==> src/rtl/alu_64.sv <==
// Registered integer ALU for the Y86-64 execute stage: AND/XOR/ADD/SUB with
// result, carry-out and ZF/SF/OF latched one clock after a valid request.

module alu_64_fa (
    input  logic a_i,
    input  logic b_i,
    input  logic c_i,
    output logic s_o,
    output logic c_o
);
    assign s_o = a_i ^ b_i ^ c_i;
    assign c_o = (a_i & b_i) | (a_i & c_i) | (b_i & c_i);
endmodule

module alu_64 #(
    parameter int unsigned WIDTH = 64
) (
    input  logic             clk,
    input  logic             rst_n,
    input  logic             in_valid,
    input  logic [WIDTH-1:0] P,
    input  logic [WIDTH-1:0] Q,
    input  logic [1:0]       select,
    output logic [WIDTH-1:0] Z,
    output logic             carryout,
    output logic             zf,
    output logic             sf,
    output logic             of,
    output logic             out_valid
);

    typedef enum logic [1:0] {
        OP_AND = 2'b00,
        OP_XOR = 2'b01,
        OP_ADD = 2'b10,
        OP_SUB = 2'b11
    } op_e;

    op_e              op;
    logic             is_sub;
    logic [WIDTH-1:0] b_eff;
    logic [WIDTH-1:0] sum;
    logic [WIDTH:0]   carry;

    logic [WIDTH-1:0] z_q, z_d;
    logic             co_q, co_d;
    logic             zf_q, zf_d;
    logic             sf_q, sf_d;
    logic             of_q, of_d;
    logic             vld_q;

    assign op     = op_e'(select);
    assign is_sub = (op == OP_SUB);

    // SUB shares the adder: P + ~Q + 1
    assign b_eff    = is_sub ? ~Q : Q;
    assign carry[0] = is_sub;

    for (genvar i = 0; i < WIDTH; i++) begin : g_rca
        alu_64_fa u_fa (
            .a_i (P[i]),
            .b_i (b_eff[i]),
            .c_i (carry[i]),
            .s_o (sum[i]),
            .c_o (carry[i+1])
        );
    end

    always_comb begin
        z_d  = '0;
        co_d = 1'b0;
        of_d = 1'b0;
        unique case (op)
            OP_AND: z_d = P & Q;
            OP_XOR: z_d = P ^ Q;
            OP_ADD: begin
                z_d  = sum;
                co_d = carry[WIDTH];
                of_d = (P[WIDTH-1] == Q[WIDTH-1]) && (sum[WIDTH-1] != P[WIDTH-1]);
            end
            OP_SUB: begin
                z_d  = sum;
                co_d = carry[WIDTH];
                of_d = (P[WIDTH-1] != Q[WIDTH-1]) && (sum[WIDTH-1] != P[WIDTH-1]);
            end
            default: z_d = '0;
        endcase
        zf_d = (z_d == '0);
        sf_d = z_d[WIDTH-1];
    end

    always_ff @(posedge clk or negedge rst_n) begin
        if (!rst_n) begin
            z_q   <= '0;
            co_q  <= 1'b0;
            zf_q  <= 1'b0;
            sf_q  <= 1'b0;
            of_q  <= 1'b0;
            vld_q <= 1'b0;
        end else begin
            vld_q <= in_valid;
            if (in_valid) begin
                z_q  <= z_d;
                co_q <= co_d;
                zf_q <= zf_d;
                sf_q <= sf_d;
                of_q <= of_d;
            end
        end
    end

    assign Z         = z_q;
    assign carryout  = co_q;
    assign zf        = zf_q;
    assign sf        = sf_q;
    assign of        = of_q;
    assign out_valid = vld_q;

endmodule

==> config.mk <==
export PLATFORM = sky130hd
export DESIGN_NAME = alu_64
export DESIGN_NICKNAME = d
export VERILOG_FILES = /design/src/rtl/alu_64.sv
export SDC_FILE = /design/constraint.sdc
export NUM_CORES = 1
export LEC_CHECK = 0
export BUFFER_PORTS_ARGS = -buffer_cell sky130_fd_sc_hd__buf_2
export CAP_MARGIN = 20
export CELL_PAD_IN_SITES_DETAIL_PLACEMENT = 1
export CELL_PAD_IN_SITES_GLOBAL_PLACEMENT = 2
export CORE_UTILIZATION = 30
export DETAILED_ROUTE_END_ITERATION = 6
export HOLD_SLACK_MARGIN = 0.12
export PLACE_DENSITY_LB_ADDON = 0.1
export SETUP_SLACK_MARGIN = 0.3
export SKIP_LAST_GASP = 1
export SLEW_MARGIN = 20
export SYNTH_ARGS = -nofsm -noshare
export SYNTH_HDL_FRONTEND = slang
export SYNTH_HIERARCHICAL = 1
export SYNTH_SLANG_ARGS = --single-unit
==> constraint.sdc <==
create_clock -name clk -period 1.4 [get_ports clk]
set_input_delay 0.35 -clock clk [delete_from_list [all_inputs] [get_ports clk]]
set_output_delay 0.35 -clock clk [all_outputs]
set_load 0.05 [all_outputs]
Word level (Yosys, flattened, before mapping):

Cells that the tools add are included.

* memories kept: 0
* ROM bits: 0
* output and inout port bits: 69
* bits in latches: 0
* RAM bits: 0
* bits in registers: 69
* logic and storage cells: 472
* input port bits: 133

* bitwise logic cells: 451
* multiply operators: 0
* magnitude comparators: 0
* shift operators: 0
* $add $sub $neg: 0
* equal/unequal tests: 6
* reduce and logical (&&, ||, !) cells: 5
* div/mod/pow operators: 0
* muxes and demuxes: 4

Operators with widths (count)
* $and 1x1->1: 192
* $pmux 64 s3: 1
* $or 1x1->1: 128
* $xor 1x1->1: 128
* $and 64x64->64: 1
* $logic_not 64->1: 1
* $mux 64: 1
* $not 64->64: 1
* $xor 64x64->64: 1
* $eq 2x2->1 const B: 2
* $eq 2x1->1 const B: 1
* $logic_and 1x1->1: 2
* $logic_not 2->1: 1
* $ne 1x1->1: 2
* $pmux 1 s2: 1
* $reduce_or 2->1: 1
* $eq 1x1->1: 1
* $mux 1: 1

Longest topological paths before layout:

* depth after elaboration: 195
* depth in mapped cells: 77
* depth with buffers taken out: 72

Modules after synthesis:

Netlist, hierarchy kept.

Modules (own cells, without submodules)
* alu_64: cells an instance 525, times used 1, seq. area each 1701.6 um^2, area each 5429.0 um^2
* alu_64_fa: cells an instance 1, times used 64, seq. area each 0.0 um^2, area each 20.0 um^2

Least setup slack after synthesis:

OpenSTA, ideal clock, no wires.

* kind: input to register
* start: input port select[0]
* end: register zf_q, in the netlist zf
* library setup time: 0.066 ns
* path slack: -25.290 ns
* path buffers: 5
* data required time: 1.334 ns
* cell stages on the path: 77
* arrival: 26.624 ns
* cell sequence: buf_6 > buf_6 > buf_4 > nand2_1 > buf_2 > buf_2 > inv_1 > fa_1 > fa_1 > fa_1 > fa_1 > fa_1 > fa_1 > fa_1 > fa_1 > fa_1 > fa_1 > fa_1 > [... 41 more ...] > fa_1 > fa_1 > fa_1 > fa_1 > fa_1 > fa_1 > fa_1 > fa_1 > fa_1 > fa_1 > fa_1 > fa_1 > nand2_1 > o21ai_1 > nor4_1 > nand2_1 > nor4_2 > a22o_1

* word-level cells in the longest chain between the ends: 194
* elaborated cells between the ends (all ways): 451
* those cells by class: eq/ne (3); mux (2); bitwise (443); reduce/logical (3)

Ends and longest elaborated chain
* start: declaration: line 23 `input logic [1:0] select,`
* $eq 2x2->1 *: line 53 `assign is_sub = (op == OP_SUB);`
* via carry[0]: line 43 `logic [WIDTH:0] carry;`
* $mux 64: line 56 `assign b_eff = is_sub ? ~Q : Q;`
* $and 1x1->1: line 12 `assign c_o = (a_i & b_i) | (a_i & c_i) | (b_i & c_i);`
* $or 1x1->1: line 12
* $or 1x1->1 *: line 12
* via carry[1]: line 43
* $and 1x1->1: line 12
* [... 2 more ...]
* via carry[2]: line 43
* [... 3 more ...]
* via carry[3]: line 43
* [... 3 more ...]
* via carry[4]: line 43
* [... 3 more ...]
* via carry[5]: line 43
* [... 3 more ...]
* via carry[6]: line 43
* [... 3 more ...]
* via carry[7]: line 43
* [... 3 more ...]
* via carry[8]: line 43
* [... 3 more ...]
* via carry[9]: line 43
* [... 3 more ...]
* via carry[10]: line 43
* [... 3 more ...]
* via carry[11]: line 43
* [... 3 more ...]
* via carry[12]: line 43
* [... 3 more ...]
* via carry[13]: line 43
* [... 3 more ...]
* via carry[14]: line 43
* [... 3 more ...]
* via carry[15]: line 43
* [... 3 more ...]
* via carry[16]: line 43
* [... 3 more ...]
* via carry[17]: line 43
* [... 3 more ...]
* via carry[18]: line 43
* [... 3 more ...]
* via carry[19]: line 43
* [... 3 more ...]
* via carry[20]: line 43
* [... 3 more ...]
* via carry[21]: line 43
* [... 3 more ...]
* via carry[22]: line 43
* [... 3 more ...]
* via carry[23]: line 43
* [... 3 more ...]
* via carry[24]: line 43
* [... 3 more ...]
* via carry[25]: line 43
* [... 3 more ...]
* via carry[26]: line 43
* [... 3 more ...]
* via carry[27]: line 43
* [... 3 more ...]
* via carry[28]: line 43
* [... 3 more ...]
* via carry[29]: line 43
* [... 3 more ...]
* via carry[30]: line 43
* [... 3 more ...]
* via carry[31]: line 43
* [... 3 more ...]
* via carry[32]: line 43
* [... 3 more ...]
* via carry[33]: line 43
* [... 3 more ...]
* via carry[34]: line 43
* [... 3 more ...]
* via carry[35]: line 43
* [... 3 more ...]
* via carry[36]: line 43
* [... 3 more ...]
* via carry[37]: line 43
* [... 3 more ...]
* via carry[38]: line 43
* [... 3 more ...]
* via carry[39]: line 43
* [... 3 more ...]
* via carry[40]: line 43
* [... 3 more ...]
* via carry[41]: line 43
* [... 3 more ...]
* via carry[42]: line 43
* [... 3 more ...]
* via carry[43]: line 43
* [... 3 more ...]
* via carry[44]: line 43
* [... 3 more ...]
* via carry[45]: line 43
* [... 3 more ...]
* via carry[46]: line 43
* [... 3 more ...]
* via carry[47]: line 43
* [... 3 more ...]
* via carry[48]: line 43
* [... 3 more ...]
* via carry[49]: line 43
* [... 3 more ...]
* via carry[50]: line 43
* [... 3 more ...]
* via carry[51]: line 43
* [... 3 more ...]
* via carry[52]: line 43
* [... 3 more ...]
* via carry[53]: line 43
* [... 3 more ...]
* via carry[54]: line 43
* [... 3 more ...]
* via carry[55]: line 43
* [... 3 more ...]
* via carry[56]: line 43
* [... 3 more ...]
* via carry[57]: line 43
* [... 3 more ...]
* via carry[58]: line 43
* [... 3 more ...]
* via carry[59]: line 43
* [... 3 more ...]
* via carry[60]: line 43
* [... 3 more ...]
* via carry[61]: line 43
* [... 3 more ...]
* via carry[62]: line 43
* $and 1x1->1: line 12
* $or 1x1->1: line 12
* $or 1x1->1 *: line 12
* via carry[63]: line 43
* $xor 1x1->1 *: line 11 `assign s_o = a_i ^ b_i ^ c_i;`
* via sum[63]: line 42 `logic [WIDTH-1:0] sum;`
* $pmux 64 s3 *: line 73 `unique case (op)`
* $logic_not 64->1 *: line 88 `zf_d = (z_d == '0);`
* end signal: assignment: line 105 `zf_q <= zf_d;`
* end: declaration: line 47 `logic zf_q, zf_d;`

The timed path passes the listed nets; every way through them passes the cells marked *.
A chain may end at the register's enable or synchronous reset.

Worst setup path in the final report:

* start: input port select[1]
* end: register zf_q, in the netlist zf

* word-level cells in the longest chain between the ends: 194
* elaborated cells between the ends (all ways): 451
* those cells by class: eq/ne (3); mux (2); bitwise (443); reduce/logical (3)

Ends and longest elaborated chain
* $eq 2x2->1 *: line 53
* $mux 64 *: line 56
* via b_eff[0]: line 41 `logic [WIDTH-1:0] b_eff;`
* $and 1x1->1: line 12
* $or 1x1->1: line 12
* $or 1x1->1 *: line 12
* via carry[1]: line 43
* $and 1x1->1: line 12
* [... 2 more ...]
* via carry[2]: line 43
* [... 3 more ...]
* via carry[3]: line 43
* [... 3 more ...]
* via carry[4]: line 43
* [... 3 more ...]
* via carry[5]: line 43
* [... 3 more ...]
* via carry[6]: line 43
* [... 3 more ...]
* via carry[7]: line 43
* [... 3 more ...]
* via carry[8]: line 43
* [... 3 more ...]
* via carry[9]: line 43
* [... 3 more ...]
* via carry[10]: line 43
* [... 3 more ...]
* via carry[11]: line 43
* [... 3 more ...]
* via carry[12]: line 43
* [... 3 more ...]
* via carry[13]: line 43
* [... 3 more ...]
* via carry[14]: line 43
* [... 3 more ...]
* via carry[15]: line 43
* [... 3 more ...]
* via carry[16]: line 43
* [... 3 more ...]
* via carry[17]: line 43
* [... 3 more ...]
* via carry[18]: line 43
* [... 3 more ...]
* via carry[19]: line 43
* [... 3 more ...]
* via carry[20]: line 43
* [... 3 more ...]
* via carry[21]: line 43
* [... 3 more ...]
* via carry[22]: line 43
* [... 3 more ...]
* via carry[23]: line 43
* [... 3 more ...]
* via carry[24]: line 43
* [... 3 more ...]
* via carry[25]: line 43
* [... 3 more ...]
* via carry[26]: line 43
* [... 3 more ...]
* via carry[27]: line 43
* [... 3 more ...]
* via carry[28]: line 43
* [... 3 more ...]
* via carry[29]: line 43
* [... 3 more ...]
* via carry[30]: line 43
* [... 3 more ...]
* via carry[31]: line 43
* [... 3 more ...]
* via carry[32]: line 43
* [... 3 more ...]
* via carry[33]: line 43
* [... 3 more ...]
* via carry[34]: line 43
* [... 3 more ...]
* via carry[35]: line 43
* [... 3 more ...]
* via carry[36]: line 43
* [... 3 more ...]
* via carry[37]: line 43
* [... 3 more ...]
* via carry[38]: line 43
* [... 3 more ...]
* via carry[39]: line 43
* [... 3 more ...]
* via carry[40]: line 43
* [... 3 more ...]
* via carry[41]: line 43
* [... 3 more ...]
* via carry[42]: line 43
* [... 3 more ...]
* via carry[43]: line 43
* [... 3 more ...]
* via carry[44]: line 43
* [... 3 more ...]
* via carry[45]: line 43
* [... 3 more ...]
* via carry[46]: line 43
* [... 3 more ...]
* via carry[47]: line 43
* [... 3 more ...]
* via carry[48]: line 43
* [... 3 more ...]
* via carry[49]: line 43
* [... 3 more ...]
* via carry[50]: line 43
* [... 3 more ...]
* via carry[51]: line 43
* [... 3 more ...]
* via carry[52]: line 43
* [... 3 more ...]
* via carry[53]: line 43
* [... 3 more ...]
* via carry[54]: line 43
* [... 3 more ...]
* via carry[55]: line 43
* [... 3 more ...]
* via carry[56]: line 43
* [... 3 more ...]
* via carry[57]: line 43
* [... 3 more ...]
* via carry[58]: line 43
* [... 3 more ...]
* via carry[59]: line 43
* [... 3 more ...]
* via carry[60]: line 43
* [... 3 more ...]
* via carry[61]: line 43
* [... 3 more ...]
* via carry[62]: line 43
* $and 1x1->1: line 12
* $or 1x1->1: line 12
* $or 1x1->1 *: line 12
* via carry[63]: line 43
* $xor 1x1->1 *: line 11
* via sum[63]: line 42
* $pmux 64 s3 *: line 73
* $logic_not 64->1 *: line 88

Marked as above.

==> flow_metrics.env <==
export IMPL_hold_class="in -> reg"
export IMPL_synthFlopType="dfrtp_1"
export IMPL_cap_violations=0
export IMPL_synth_nets=850
export IMPL_num_vias=5874
export IMPL_irDropWorstVdd_uv=592.2
export IMPL_synthMuxAreaShare=0.2029
export IMPL_path_delay_family="adder cells"
export IMPL_routed_via_density=4.772
export IMPL_path_max_fanout=4
export IMPL_critical_path_slowest_cell="fa_2"
export IMPL_rrSetupSlack_ns=0.37
export IMPL_status="finished, violations left"
export IMPL_row_count=54
export IMPL_skew_ns=0
export IMPL_rsz0062_at_grt="yes"
export IMPL_tightest_slew_ns=0.9113
export IMPL_synth_cell_type_count=24
export IMPL_synth_warnings=6
export IMPL_synth_seq_area_share=0.2536
export IMPL_place_ws_ns=-23.11
export IMPL_slew_headroom=0.3924
export IMPL_antenna_found_initial=3
export IMPL_worst_slack_ns=-22.61
export IMPL_critPathMaxStageDelay_ns=0.48
export IMPL_clk_latency_ns=0.34
export IMPL_crit_path_end="zf$_DFFE_PN0P_"
export IMPL_synth_largest_area_cell="dfrtp_1"
export IMPL_critical_path_depth=73
export IMPL_p_total_w=0.01238
export IMPL_start_kind="primary input"
export IMPL_synth_seq_cells=68
export IMPL_yosys_top_cells_area="dfrtp_1 25%, fa_1 19%, ha_1 12%"
export IMPL_grt_max_degree=87
export IMPL_grt_use_total=0.2047
export IMPL_fin_setup_tns_ns=-783.57
export IMPL_power_density_mw_per_mm2=1162
export IMPL_ant_nets=0
export IMPL_die_h_um=151.6
export IMPL_syn_cell_area_mm2=0.006710
export IMPL_routedWlPerCell_um=18.62
export IMPL_async_flop_share=1.000
export IMPL_fmaxAchievable_mhz=41.64
export IMPL_hpwlAfterDp_mm=17.30
export IMPL_yosys_area_share_simple=0.06228
export IMPL_drt_total_wl_mm=22.92
export IMPL_synthXorXnorAreaFrac=0.08615
export IMPL_syn_inst=589
export IMPL_fin_area_mm2=0.01065
export IMPL_overflow=0
export IMPL_area_growth_pct=58.74
export IMPL_grt_pass1_vias=6568
export IMPL_ioPinCount=202
export IMPL_synth_compound_area_frac=0.05053
export IMPL_cp_num_buf_inv=1
export IMPL_coreArea_mm2=0.02189
export IMPL_cts_buffer_depth=2
export IMPL_drc=0
export IMPL_drt_iter0_drc=93
export IMPL_dieArea_mm2=0.02297
export IMPL_syn_avg_cell_area_um2=11.39
export IMPL_fillers=2406
export IMPL_cellLeakagePower_nw=5.087
export IMPL_synth_top_area_frac=0.2536
export IMPL_routabilityCongestion=0.7873
export IMPL_period_share=17.15
export IMPL_clkSinkCount=68
export IMPL_die_width_um=151.6
export IMPL_grt_pass1_wl_mm=34.93
export IMPL_drive_gt1_frac=0.6135
export IMPL_violations="setup timing"
export IMPL_startpoint="select[1]"
export IMPL_fin_crit_ns=24.01
export IMPL_placed_cell_area_mm2=0.009273
export IMPL_layout_nets=1203
export IMPL_finalMaxSlewViolations=0
export IMPL_yosysMostFrequentCell="dfrtp_1"
export IMPL_cp_arrival_ns=24.30
export IMPL_critPathKind="in -> reg"
export IMPL_start_util=0.3065
export IMPL_portBuffers=201
export IMPL_reg2reg_to="Z[21]$_DFFE_PN0P_"
export IMPL_cts_tree="yes"
export IMPL_synth_edf_count=0
export IMPL_worstRegToRegCells=3
export IMPL_dr_pass1_iters=4
export IMPL_h_tree_depth=3
export IMPL_critPathRequiredTime_ns=1.69
export IMPL_synthAdderAreaFrac=0.3103
export IMPL_end_kind="flip-flop"
export IMPL_numCtsBuffers=9
export IMPL_synth_top_family_by_area="adder cells"
export IMPL_cts_clk_slew_worst_paths_ns=0.06
export IMPL_rr_startpoint="Z[21]$_DFFE_PN0P_"
export IMPL_ys_top_cells_by_count="68 x dfrtp_1, 66 x nand2_1, 65 x xnor2_1"
export IMPL_final_hold_viol_count=0
export IMPL_setup_viol=67
export IMPL_cpMostUsedCell="fa_2"
export IMPL_root_buffer="clkbuf_16"
[cell usage in the layout (no fill, tap or decap), drive strengths merged, types with 2 or more instances in the layout]
cell type  netlist  final
nor4            16     16
nand2           66     66
fa              64     64
diode            0      4
clkinv           0      2
buf             22    379
dfrtp           68     68
ha              64     64
o21ai           66     66
mux2i           64     64
clkbuf          16     10
xnor2           65     65
inv              4      4
nand4            4      4
mux2            64     64
clkinvlp         0      4
[registers in the layout, summed over array words and instances (netlist names)]
register,cells
out_valid,1
carryout,1
Z,64
zf,1
of,1
[metal layers]
layer	GRT usage	wire, um	vias to the layer above
met5	0	8	-
met4	0.07376	456	2
met3	0.02395	771	23
met2	0.3532	11460	127
met1	0.2623	10220	2964
li1	-	-	2758
[what timing repair did]
item / in CTS / in global routing
endpoints found under the hold margin: 68 / 0
setup endpoints to repair: 136 / 136
setup buffers: 28 / 19
hold buffers: 1 / 0
pin swaps: 1 / 0
gates resized for setup: 195 / 21
[tightest hold or removal path, stage by stage]
cell and delay [ns]:
buf_2 0.13, xor2_1 0.08, nand4_1 0.06, o21ai_1 0.06
[layout make-up]
cell class,instances,area [um2],share of cell area
Antenna cell,4,10.01,0.0009397
Multi-Input combinational cell,479,5406,0.5076
Clock inverter,6,40.04,0.003759
Inverter,4,15.01,0.001410
Timing Repair Buffer,380,2888,0.2711
Clock buffer,10,239.0,0.02244
Sequential cell,68,1703,0.1599
Tap cell,280,350.3,0.03289
[kinds of logic (layout without fill, tap and decap cells)]
family,after synthesis,count (layout)
adders and majority gates,128,128
xor gates and xnor gates,66,66
DFF,68,68
AOI/OAI and AO/OA,67,67
buffers and inverters,42,400
and+or+nand+nor,90,90
muxes,128,128
other,0,4
[through the flow]
stage,hold WS (ns),util,cells
floorplan,0.05441,-,589
global placement,0.4092,0.4236,1163
detailed placement,0.4140,0.4236,1163
CTS,0.3536,0.4759,1208
global route,0.3888,0.4863,1229
finish,0.3698,0.4866,1231
[where the power goes]
part | internal [W] | switching [W] | leakage [nW]
Combinational | 0.00348 | 0.00383 | 4.13
Clock | 0.00124 | 0.00103 | 0.127
Sequential | 0.00242 | 0.000367 | 0.834
[worst min path at each step]
stage	start	endpoint	depth (start not counted)
floorplan	rst_n	Z[0]$_DFFE_PN0P_	0
global placement	rst_n	Z[57]$_DFFE_PN0P_	2
detailed placement	rst_n	Z[54]$_DFFE_PN0P_	2
CTS	P[63]	of$_DFFE_PN0P_	4
global route	P[63]	of$_DFFE_PN0P_	4
finish	P[63]	of$_DFFE_PN0P_	4
No activity file was read; power rests on OpenSTA's default activity.
